## config.mk

```make
export PLATFORM = sky130hd
export DESIGN_NAME = coef_rom
export DESIGN_NICKNAME = d
export VERILOG_FILES = /design/src/rtl/coef_rom.sv
export SDC_FILE = /design/constraint.sdc
export NUM_CORES = 1
export LEC_CHECK = 0
export CAP_MARGIN = 20
export CORE_UTILIZATION = 50
export DETAILED_ROUTE_END_ITERATION = 8
export GPL_TIMING_DRIVEN = 0
export PLACE_DENSITY = 0.82
export SETUP_SLACK_MARGIN = 0.2
export SYNTH_ARGS = -nofsm -noshare
export SYNTH_HDL_FRONTEND = slang
export SYNTH_SLANG_ARGS = --single-unit
```

## constraint.sdc

```tcl
create_clock -name clk -period 1.4 [get_ports clk]
set_input_delay 0.28 -clock clk [delete_from_list [all_inputs] [get_ports clk]]
set_output_delay 0.28 -clock clk [all_outputs]
set_load 0.05 [all_outputs]
```

## src/rtl/coef_rom.sv

```systemverilog
// coef_rom: registered lookup of the 17 symmetric FIR taps.
// The table is defined at 18 bits and adapted to Wc at elaboration.
module coef_rom #(
  parameter int Num_coef = 17,
  parameter int Wc       = 18
) (
  input  logic                            clk,
  input  logic                            rst,
  input  logic [$clog2(Num_coef)-1:0]     addr,
  output logic signed [Wc-1:0]            data
);

  localparam int AW    = $clog2(Num_coef);
  localparam int DEPTH = 2 ** AW;
  localparam int WB    = 18;
  localparam int NBASE = 17;
  localparam int WM    = (Wc > WB) ? Wc : WB;

  typedef logic [DEPTH-1:0][Wc-1:0] rom_t;

  function automatic logic signed [WB-1:0] base_coef(input int i);
    logic signed [WB-1:0] v;
    int k;
    k = (i > 8) ? (16 - i) : i;
    unique case (k)
      0:       v = -18'sd328;
      1:       v = -18'sd786;
      2:       v = -18'sd1049;
      3:       v = 18'sd0;
      4:       v = 18'sd3146;
      5:       v = 18'sd7864;
      6:       v = 18'sd12583;
      7:       v = 18'sd15729;
      8:       v = 18'sd16384;
      default: v = 18'sd0;
    endcase
    return v;
  endfunction

  // Widen by sign extension, narrow by arithmetic shift keeping MSBs.
  function automatic logic [Wc-1:0] adapt(input logic signed [WB-1:0] b);
    logic signed [WM-1:0] t;
    t = WM'(b);
    t = t >>> (WM - Wc);
    return t[Wc-1:0];
  endfunction

  function automatic rom_t build_rom();
    rom_t r;
    for (int i = 0; i < DEPTH; i++) begin
      if (i < Num_coef && i < NBASE)
        r[i] = adapt(base_coef(i));
      else
        r[i] = '0;
    end
    return r;
  endfunction

  localparam rom_t ROM = build_rom();

  logic [Wc-1:0] w_rd;
  assign w_rd = ROM[addr];

  always_ff @(posedge clk or posedge rst) begin
    if (rst)
      data <= '0;
    else
      data <= w_rd;
  end

endmodule

```

==> results of run 1 <==
## final cells by class
type | instances | area, um2 | area share, %
buffer | 11 | 113.9 | 8.465
clock buffer | 3 | 22.52 | 1.674
inverter | 7 | 42.54 | 3.163
multi-input combinational | 66 | 536.8 | 39.91
sequential | 14 | 350.3 | 26.05
tap | 25 | 31.28 | 2.326
timing repair buffer | 31 | 247.7 | 18.42
## kinds of logic (layout without fill, tap and decap cells)
group	Yosys count	count (layout)	synth area share, %
flip-flops	14	14	36.89
multiplexers	4	4	4.479
XOR/XNOR	1	1	0.9224
AO/OA/AOI/OAI	23	23	18.97
AND/OR/NAND/NOR	29	29	15.15
buffers and inverters	18	52	11.72
adder cells (fa/ha/maj)	9	9	11.86
## per-layer routing
layer / GRT usage [%] / vias up
met2: 41.43 / 60
met3: 1.190 / 13
met4: 9.091 / 0
met5: 0 / -
met1: 28.54 / 399
li1: - / 413
## layout by cell type, fill, tap and decap left out, drive strengths merged, types with 2 or more instances in the layout
cell type and n:
buf 38, dfrtp 14, ha 9, nand2 7, nor2 6, inv 5, a21oi 4, clkbuf 4
nand3 3, nand2b 3, o21ai 3, a311oi 3, o311ai 3, nor2b 2, nor3 2, nand4 2
mux2 2, o211ai 2, o22ai 2, mux2i 2, dlygate4sd2 2
## worst paths after layout
kind                            end      from  cells past startpoint  slack (ps)
max                        data[12]  data[12]                      2         170
min                         data[7]       rst                      2         320
max in group asynchronous   data[4]       rst                      2         740
min in group clk            data[4]   addr[3]                      3         340
## power by group
part | leakage [nW] | total (W) | internal, W | switching [W]
logic | 0.458 | 0.000485 | 0.000179 | 0.000306
clock network | 0.0138 | 0.000222 | 0.0000999 | 0.000122
registers | 0.180 | 0.000448 | 0.000437 | 0.0000110
total | 0.652 | 0.00115 | 0.000716 | 0.000439
## per-stage QoR
step                      cells  TNS, ps  setup WS [ps]  cell area, um2  utilization (%)
after CTS                   152        0          171.2            1284            73.55
after detailed placement    146   -11270         -839.1            1279            73.26
after floorplan              98        0          105.7            1017                -
after global routing        157        0          123.5            1345            77.06
after global placement      146   -10720         -814.4            1279            73.26
final                       157        0          165.3            1345            77.06
## what timing repair did
action                                  CTS  global route
endpoints found under the hold margin     0             0
gates resized for setup                 120             5
setup buffers                             3             5
endpoints found under the setup margin   32            10
pin swaps                                 1             6
==> flow_summary.toml, run 1 <==
[routing]
drt-total-wl_um = 2233
wl_met3_um = 165
vias_per_cell = 5.637
first_pass_iters = 5
m1WireLength_um = 857
vias = 885
routed.top_layer = "met4"
drc_errors = 0
wl_met2_um = 1141
drtAntennaViolNets = 0
wl_per_cell_um = 14.22
drt_iter0_markers = 42

[critical_path]
cp_top_family = "flip-flops"
crit_type = "reg -> out"
worstPathRequired_ps = 1120
path_cells = "buf_6, buf_8"
slowest_delay_ps = 410
end_kind = "output port"
crit_buf_inv = 2
startpoint_type = "register"
slowest_stage = "dfrtp_1"
cp.arrival_ps = 950
crit_fanout = 2

[finish]
diodes = 0
reg.largest.list = "data (14)"
n_fill_cell = 115
drive_gt1_share_pct = 43.18
regMostFlops = "data"
fin_nets = 150
syn2layout_area_growth_pct = 41.63
largest_register_ffs = 14

[pwr]
vdd_drop_max_uv = 393.2
power_density_nw_per_um2 = 858.5
fin_total_pwr_w = 0.001155
p_leak_nw = 0.6525

[min_path]
hp-class = "in -> async"

[synth]
synth_area_leaders = "dfrtp_1 37%, ha_1 12%, buf_4 4.7%, nand2_1 2.8%, inv_1 2.4%"
synth.net_count = 114
syn_area_um2 = 949.7
synth.most_common_cell = "dfrtp_1"
yosys-top-cells-count = "14 x dfrtp_1, 9 x ha_1, 7 x nand2_1"
synth_area_per_cell_um2 = 9.690
ys_warn_count = 0
synthArstFlopShare_pct = 100.0
ys_seq_area_share_pct = 36.89
synthCells = 98
synth-edff-count = 0
synth_top_cell_area_share_pct = 36.89
synth.largest_area_cell = "dfrtp_1"
ys.flop_type = "dfrtp_1"
ys_ff_latch = 14
synth.distinct_cells = 39

[sta]
tightest_slew_ps = 497.2
final-hold-violation-count = 0
whs_ps = 323.0
layout_min_cycle_time_ps = 1235
max_freq_mhz = 809.9
finalCritPeriodShare_pct = 88.20
maxSlewHeadroom_pct = 66.82
drv_slew = 0
setup_viol = 0
rsz0062_at_grt = "yes"

[flow_run]
cap_violations = 0

[floorplan]
fp-row-count = 15
initial_core_util_pct = 54.41
fp.dieH_um = 45.58
dieArea_um2 = 2078
die_w_um = 45.58
ios = 25
core_um2 = 1745

[clock_network]
clk_pin_slew_worst_paths_ps = 80
hold_buffers = 0
cts_buffers = 3
cts_tree = "built"
h-tree-depth = 1
clock_path_buffers = 2
clockRootBuffer = "clkbuf_4"
cts_sinks = 14

[global_route]
grt_pass1_wl_um = 3436
grt_pass1_vias = 782
grt_max_degree = 15
grt_use_total_pct = 23.07
grt_overflow = 0
antenna_found_initial = 0

[place]
io_buffers = 23
hpwlAfterDp_um = 1564
gp_congestion = 0.9251

[run_status]
status = "finished, final reports clean"
Power figures use the tool's default switching activity.
==> inputs of run 2 (changes only) <==
- CORE_ASPECT_RATIO: not set -> 1.2
==> flow_summary.toml, run 2 (same netlist as run 1, synthesis figures left out) <==
[global_route]
grt_use_total_pct = 25.21
antenna_found_initial = 0
grt_overflow = 0
grt_pass1_wl_um = 3960
grt_pass1_vias = 852
grt_max_degree = 15

[routing]
wl_per_cell_um = 17.09
first_pass_iters = 4
drc_errors = 0
drt-total-wl_um = 2512
drtAntennaViolNets = 0
vias_per_cell = 5.993
drt_iter0_markers = 44
vias = 881

[clock_network]
hold_buffers = 0
clk_pin_slew_worst_paths_ps = 70
h-tree-depth = 1
cts_tree = "built"
clockRootBuffer = "clkbuf_4"
cts_sinks = 14
clock_path_buffers = 2
cts_buffers = 3

[floorplan]
initial_core_util_pct = 55.81
die_w_um = 41.79
core_um2 = 1702
fp-row-count = 16
dieArea_um2 = 2078
fp.dieH_um = 49.74
ios = 25

[pwr]
vdd_drop_max_uv = 427.5
p_seq_share_pct = 38.6
p_leak_nw = 0.6461
fin_total_pwr_w = 0.001164
p_int_w = 0.0007204
power_density_nw_per_um2 = 859.8
sw_frac_of_total_pct = 38.11
p_clk_share_pct = 18.3
combinationalPowerShare_pct = 43.0
p_switching_w = 0.0004436

[critical_path]
cp.arrival_ps = 950
path_cells = "buf_4, buf_6"
worstPathRequired_ps = 1120
slowest_stage = "dfrtp_1"
slowest_delay_ps = 390
crit_type = "reg -> out"
end_kind = "output port"
crit_fanout = 3
startpoint_type = "register"

[finish]
diodes = 0
instances_no_fill = 147
reg.largest.list = "data (14)"
layout_commonest_cell = "dfrtp_1"
regMostFlops = "data"
largest_register_ffs = 14
mostFrequentLayoutCells = "14 x dfrtp_1, 12 x buf_4, 12 x buf_2"
syn2layout_area_growth_pct = 42.56
stdcell_area_um2 = 1354
fin_nets = 147
drive_gt1_share_pct = 45.74

[sta]
drv_slew = 0
maxSlewHeadroom_pct = 66.82
setup_viol = 0
tightest_slew_ps = 497.1
finalCritPeriodShare_pct = 87.65
worst_slack_ps = 173.0
rsz0062_at_grt = "yes"
max_freq_mhz = 815.0
final-hold-violation-count = 0
layout_min_cycle_time_ps = 1227

[min_path]
hp-class = "in -> async"

[place]
dp_cells = 139
dp_slack_ps = -848.8
gp_congestion = 0.8999
io_buffers = 23
hpwlAfterDp_um = 1718
placed_area_um2 = 1270

[flow_run]
cap_violations = 0

[run_status]
status = "finished, final reports clean"
==> run 2: changes by cell type in the layout (fill, tap and decap cells not counted), sizes merged <==
cell,previous run,this run
buf,38,35
clkinv,1,0
inv,5,6
==> run 2: worst max-delay path: cells and delay by family, from the launching register on <==
kind | cells | cell delay (ps)
DFF | 1 | 390
buffers and inverters | 2 | 280
==> run 2: path summary, 6_finish.rpt <==
check	startpoint	to	slack (ps)	cells past startpoint
max in group asynchronous	rst	data[4]	730	2
hold / removal	rst	data[7]	340	2
min in group clk	addr[3]	data[4]	360	3
setup / recovery	data[16]	data[16]	170	2
==> run 2: what timing repair did <==
item,in CTS,in global routing
endpoints found under the setup margin,32,14
gates resized for setup,123,17
setup buffers,5,0
pin swaps,4,6
gates cloned,0,0
==> run 2: area by class of cell <==
cell class / instances / area, um2
clock buffer: 3 / 22.52
sequential: 14 / 350.3
buffer: 11 / 116.4
fill: 116 / 347.8
inverter: 7 / 40.04
multi-input combinational: 66 / 568.0
tap: 18 / 22.52
timing repair buffer: 28 / 234.0
==> run 2: metal layers <==
| metal | part of all wire, % | GRT usage, % |
|---|---|---|
| met5 | 0 | 0 |
| met4 | 4.7 | 16.13 |
| met3 | 5.2 | 0.7326 |
| met2 | 52 | 44.79 |
| met1 | 38 | 29.27 |
==> run 2: power by group through the flow <==
stage	Clock (W)	Sequential (W)	Combinational, W
floorplan	0	0.000578	0.000207
global placement	0	0.000454	0.000470
global route	0.000235	0.000453	0.000523
CTS	0.000214	0.000448	0.000473
detailed placement	0	0.000458	0.000476
finish	0.000214	0.000449	0.000501
==> run 2: stage by stage <==
step	hold slack [ps]	setup TNS [ps]	utilization [%]
3_5_place_dp	616.6	-11470	74.63
6_report	341.5	0	79.56
4_1_cts	331.7	0	76.40
5_1_grt	351.8	0	79.56
2_1_floorplan	169.2	0	-
3_3_place_gp	617.2	-11350	74.63
